$ cat src/rtl/space_avail_multi_pkg.sv
// Shared defaults, credit update encoding and parameter helpers for the
// multi-channel credit tracker.
package space_avail_multi_pkg;

    localparam int DEF_NUM_CH      = 4;
    localparam int DEF_BUFFER_SIZE = 4;
    localparam int DEF_BUFFER_BITS = 3;

    typedef enum logic [1:0] {
        CREDIT_HOLD = 2'd0,
        CREDIT_UP   = 2'd1,
        CREDIT_DOWN = 2'd2
    } credit_op_t;

    // Smallest counter width able to hold every value 0..size.
    function automatic int min_buffer_bits(input int size);
        int bits;
        bits = 1;
        while ((1 << bits) <= size) begin
            bits++;
        end
        return bits;
    endfunction

endpackage

$ cat src/rtl/space_avail_ch.sv
// Single-channel credit counter with lookahead space flag, sticky
// under/overflow error and the channel's contribution to the idle reduction.
module space_avail_ch
    import space_avail_multi_pkg::*;
#(
    parameter int BUFFER_SIZE = DEF_BUFFER_SIZE,
    parameter int BUFFER_BITS = DEF_BUFFER_BITS
) (
    input  logic                   clk,
    input  logic                   reset,
    input  logic                   valid,
    input  logic                   yummy,
    input  logic                   err_clr,
    output logic                   spc_avail,
    output logic [BUFFER_BITS-1:0] count,
    output logic                   credit_err,
    output logic                   idle_term
);

    localparam logic [BUFFER_BITS-1:0] FULL       = BUFFER_BITS'(BUFFER_SIZE);
    localparam logic [BUFFER_BITS-1:0] ONE        = BUFFER_BITS'(1);
    localparam logic [BUFFER_BITS-1:0] ZERO       = '0;
    localparam logic                   RST_IS_ONE = (BUFFER_SIZE == 1);
    localparam logic                   RST_IS_TWO = (BUFFER_SIZE >= 2);

    logic                   valid_f;
    logic                   yummy_f;
    logic                   is_one_f;
    logic                   is_two_or_more_f;
    credit_op_t             op;
    logic [BUFFER_BITS-1:0] count_next;
    logic                   sat_err;
    logic                   err_next;
    logic                   is_one_next;
    logic                   is_two_or_more_next;

    always_comb begin
        op = CREDIT_HOLD;
        if (yummy_f && !valid_f) begin
            op = CREDIT_UP;
        end else if (valid_f && !yummy_f) begin
            op = CREDIT_DOWN;
        end
    end

    // Saturating update: a push past either limit is a protocol error and
    // leaves the count pinned at that limit.
    always_comb begin
        count_next = count;
        sat_err    = 1'b0;
        case (op)
            CREDIT_UP: begin
                if (count == FULL) begin
                    sat_err = 1'b1;
                end else begin
                    count_next = count + ONE;
                end
            end
            CREDIT_DOWN: begin
                if (count == ZERO) begin
                    sat_err = 1'b1;
                end else begin
                    count_next = count - ONE;
                end
            end
            default: begin
            end
        endcase
        is_one_next         = (count_next == ONE);
        is_two_or_more_next = (count_next != ZERO) && (count_next != ONE);
        err_next            = sat_err | (credit_err & ~err_clr);
    end

    always_ff @(posedge clk or negedge reset) begin
        if (!reset) begin
            valid_f          <= 1'b0;
            yummy_f          <= 1'b0;
            count            <= FULL;
            is_one_f         <= RST_IS_ONE;
            is_two_or_more_f <= RST_IS_TWO;
            credit_err       <= 1'b0;
        end else begin
            valid_f          <= valid;
            yummy_f          <= yummy;
            count            <= count_next;
            is_one_f         <= is_one_next;
            is_two_or_more_f <= is_two_or_more_next;
            credit_err       <= err_next;
        end
    end

    // A returning credit frees a slot this cycle; a single remaining credit
    // is usable only if the flit in flight has not already claimed it.
    assign spc_avail = is_two_or_more_f | yummy_f | (is_one_f & ~valid_f);

    assign idle_term = (count_next == FULL) & ~valid & ~yummy;

endmodule

$ cat src/rtl/space_avail_multi.sv
// NUM_CH independent credit trackers for a NoC output port, with packed
// count visibility and a registered all-credits-home indicator.
module space_avail_multi
    import space_avail_multi_pkg::*;
#(
    parameter int NUM_CH      = DEF_NUM_CH,
    parameter int BUFFER_SIZE = DEF_BUFFER_SIZE,
    parameter int BUFFER_BITS = DEF_BUFFER_BITS
) (
    input  logic                          clk,
    input  logic                          reset,
    input  logic [NUM_CH-1:0]             valid,
    input  logic [NUM_CH-1:0]             yummy,
    input  logic                          err_clr,
    output logic [NUM_CH-1:0]             spc_avail,
    output logic [NUM_CH*BUFFER_BITS-1:0] count_out,
    output logic [NUM_CH-1:0]             credit_err,
    output logic                          all_idle
);

    if (BUFFER_SIZE < 1) begin : g_bad_size
        $error("space_avail_multi: BUFFER_SIZE must be at least 1");
    end

    if (BUFFER_BITS < min_buffer_bits(BUFFER_SIZE)) begin : g_bad_bits
        $error("space_avail_multi: BUFFER_BITS too narrow to hold BUFFER_SIZE");
    end

    logic [NUM_CH-1:0] idle_term;

    for (genvar i = 0; i < NUM_CH; i++) begin : g_ch
        space_avail_ch #(
            .BUFFER_SIZE (BUFFER_SIZE),
            .BUFFER_BITS (BUFFER_BITS)
        ) u_ch (
            .clk        (clk),
            .reset      (reset),
            .valid      (valid[i]),
            .yummy      (yummy[i]),
            .err_clr    (err_clr),
            .spc_avail  (spc_avail[i]),
            .count      (count_out[i*BUFFER_BITS +: BUFFER_BITS]),
            .credit_err (credit_err[i]),
            .idle_term  (idle_term[i])
        );
    end

    // Registered so the drain indicator lines up with the registered counts.
    always_ff @(posedge clk or negedge reset) begin
        if (!reset) begin
            all_idle <= 1'b1;
        end else begin
            all_idle <= &idle_term;
        end
    end

endmodule

$ cat config.mk
export PLATFORM = sky130hd
export DESIGN_NAME = space_avail_multi
export DESIGN_NICKNAME = d
export VERILOG_FILES = /design/src/rtl/space_avail_multi_pkg.sv /design/src/rtl/space_avail_ch.sv /design/src/rtl/space_avail_multi.sv
export SDC_FILE = /design/constraint.sdc
export NUM_CORES = 1
export LEC_CHECK = 0
export ABC_AREA = 1
export BUFFER_PORTS_ARGS = -buffer_cell sky130_fd_sc_hd__buf_2
export CORE_ASPECT_RATIO = 0.5
export CORE_MARGIN = 4
export CORE_UTILIZATION = 25
export CTS_BUF_LIST = sky130_fd_sc_hd__clkbuf_16
export CTS_CLUSTER_DIAMETER = 60
export DETAILED_ROUTE_END_ITERATION = 8
export RECOVER_POWER = 100
export SYNTH_ARGS = -nofsm -noshare
export SYNTH_HDL_FRONTEND = slang
export SYNTH_HIERARCHICAL = 1
export SYNTH_SLANG_ARGS = --single-unit
export TNS_END_PERCENT = 100
$ cat constraint.sdc
create_clock -name clk -period 4.5 [get_ports clk]
set_input_delay 0.675 -clock clk [delete_from_list [all_inputs] [get_ports clk]]
set_output_delay 0.675 -clock clk [all_outputs]
set_load 0.005 [all_outputs]
==> flow_summary_export.csv <==
group,metric,value,unit
global_routing,overflow,0,
synthesis,yosysUniqueCellTypes,16,
timing,hold_violations,0,
cts,root_buffer,"clkbuf_16",
synthesis,ys_warn_count,6,
cts,cts_made_buffers,5,
worst_setup_path,path_delay_family,"buffers and inverters",
outcome,status,"finished with violations",
global_routing,grt_pass1_vias,1638,
route,wirelength,4.63,mm
worst_setup_path,worstPathRequired,4.56,ns
route,num_vias,1840,
place,post-dp-hpwl,3.67,mm
global_routing,antenna_found_initial,0,
timing,worst_pin_slew,1.74,ns
cts,cts.clk_slew.worst_paths,0.06,ns
worst_setup_path,worstPathCellList,"clkbuf_1",
worst_setup_path,cp-start-kind,"primary input",
power,fin_total_pwr,1.38,mW
floorplanning,std_cell_rows,23,
final_layout,final_cell_count_no_fill,451,
floorplanning,die_area,0.0105,mm^2
timing,worst_slack,2.64,ns
synthesis,synthArstFlopShare,100,%
synthesis,synth_ff_type,"dfrtp_1",
synthesis,yosysMostFrequentCell,"nand2_1",
timing,min_period,1.86,ns
timing,max_freq,538,MHz
worst_setup_path,endpoint_kind,"asynchronous set/reset pin",
global_routing,grt_pass1_wl,7.67,mm
final_layout,syn_to_final_growth,17.4,%
worst_setup_path,cp_slowest_stage_delay,1.22,ns
job,drv_cap,1,
synthesis,synth_seq_cells,33,
timing,max_slew_margin,-15.9,%
final_layout,drive_above_1_share,16.2,%
route,drt_iter0_drc,173,
place,port_buffers,31,
cts,cts_buffer_depth,2,
floorplanning,fp.dieW,141,um
hold_path,hold_path_class,"primary input to flip-flop",
power,peakVddDrop,145,uV
synthesis,syn_area,0.00221,mm^2
cts,post-cts-setup-buffers,0,
synthesis,synth_edf_count,0,
worst_setup_path,crit_arrival,1.92,ns
floorplanning,core_area,0.00829,mm^2
place,dp.cells,443,
worst_setup_path,worst-path-buf-inv,1,
power,leakage,1.39,nW
synthesis,synth_common_cells,"nand2_1 (86), inv_1 (48), dfrtp_1 (24)",
synthesis,synth.top_cells.by_area,"dfrtp_1 (27%), nand2_1 (15%), ha_1 (11%), dfstp_2 (11%), inv_1 (8.2%)",
final_layout,antenna_cells,0,
place,globalplace.congestion,0.829,
timing,rsz0062_at_grt,"false",
cts,holdBufCountCts,0,
global_routing,grt_start_max_net_pins,34,
cts,cts_resized,0,
cts,cts_max_level,2,
route,drc,0,
place,dp_slack,2.82,ns
cts,clk_latency,0.28,ns
cts,cts_tree,"done",
timing,slew_violations,34,
timing,timing.hold.ws,0.513,ns
timing,setup_viol,0,
floorplanning,io_pins,32,
timing,skew,0.00349,ns
final_layout,fin_area,0.00259,mm^2
synthesis,seq_area_frac_synth,37.9,%
synthesis,syn_avg_cell_area,7.37,um^2
route,routedWlPerCell,10.3,um
cts,cts_sinks,33,
route,avgViaCountPerCell,4.08,
power,power_density,531,mW/mm^2
timing,finalCritPeriodShare,41.3,%
synthesis,yosysTopAreaCellShare,27.2,%
outcome,violations,"max-capacitance violations, max-slew violations",
worst_setup_path,path_class,"primary input to asynchronous set/reset pin",
final_layout,nFillCells,882,
route,ant_nets,0,
final_layout,nNetsFinal,369,
synthesis,syn_nets,331,
synthesis,yosys.area.top_type,"dfrtp_1",
route,dr.pass1.iters,4,
final_layout,fin_util,31.3,%
global_routing,grt_usage,9.21,%
place,placed_area,0.00250,mm^2
timing,fin_tns_setup,0,ns
synthesis,synthCells,300,
worst_setup_path,slowest_stage,"clkbuf_1",
worst_setup_path,crit_fanout,33,
floorplanning,die_h,74.5,um
floorplanning,initial_utilization,26.7,%
[layout make-up]
type | instances | area [um^2] | area share (%)
Inverter | 60 | 225 | 8.68
Clock buffer | 5 | 125 | 4.82
Sequential cell | 33 | 837 | 32.3
Tap cell | 112 | 140 | 5.40
Clock inverter | 3 | 22.5 | 0.868
Timing Repair Buffer | 31 | 138 | 5.30
Multi-Input combinational cell | 207 | 1110 | 42.7
[flip-flops by register name, summed over array words and instances (netlist names)]
| register | cells |
|---|---|
| g_ch.u_ch/is_two_or_more_f | 4 |
| g_ch.u_ch/is_one_f | 4 |
| g_ch.u_ch/valid_f | 4 |
| g_ch.u_ch/credit_err | 4 |
| g_ch.u_ch/count | 12 |
| g_ch.u_ch/yummy_f | 4 |
| all_idle | 1 |
[path summary, 6_finish.rpt]
check	start	endpoint	slack, ns	depth (start not counted)
worst max-delay path	reset	g_ch[0].u_ch/credit_err$_DFF_PN0_	2.64	1
worst min-delay path	yummy[1]	g_ch[1].u_ch/yummy_f$_DFF_PN0_	0.51	1
worst max register to register	g_ch[0].u_ch/count[0]$_DFF_PN0_	all_idle$_DFF_PN1_	2.76	12
worst min register to register	g_ch[1].u_ch/credit_err$_DFF_PN0_	g_ch[1].u_ch/credit_err$_DFF_PN0_	0.53	2
max in group clk	g_ch[3].u_ch/count[2]$_DFF_PN1_	count_out[11]	2.69	1
min in group asynchronous	reset	g_ch[3].u_ch/count[1]$_DFF_PN0_	0.85	1
[metal layers]
metal,track usage (%),share of wire [%],wire length [um],vias up
met4,3.22,1.6,76,0
met3,2.95,3.2,149,9
met1,11.4,49,2280,814
met5,0,0,0,-
li1,-,-,-,994
met2,15.4,46,2130,23
[placed cells by master, fill, tap and decap left out, drive strengths merged]
cell      instances
nand3            28
nand4             4
o21ai             8
nand2           102
dfstp             9
buf              17
ha               20
a21oi             8
clkinvlp          3
clkbuf           19
a211o             4
nor2             33
clkinv            4
dfrtp            24
inv              56
[power breakdown]
group          switching [mW]  internal (mW)  leakage, nW
sequential             0.0729          0.393        0.396
combinational           0.361          0.218        0.929
clock                   0.129          0.204       0.0621
[cell families (layout without fill, tap and decap cells)]
group                      after synthesis  in the layout  synth area share (%)
and+or+nand+nor                        167            167                  35.4
DFF                                     33             33                  37.9
buffers and inverters                   60             99                  10.2
AOI/OAI and AO/OA                       20             20                  5.21
adders and majority gates               20             20                  11.3
No activity file was read; power rests on OpenSTA's default activity.
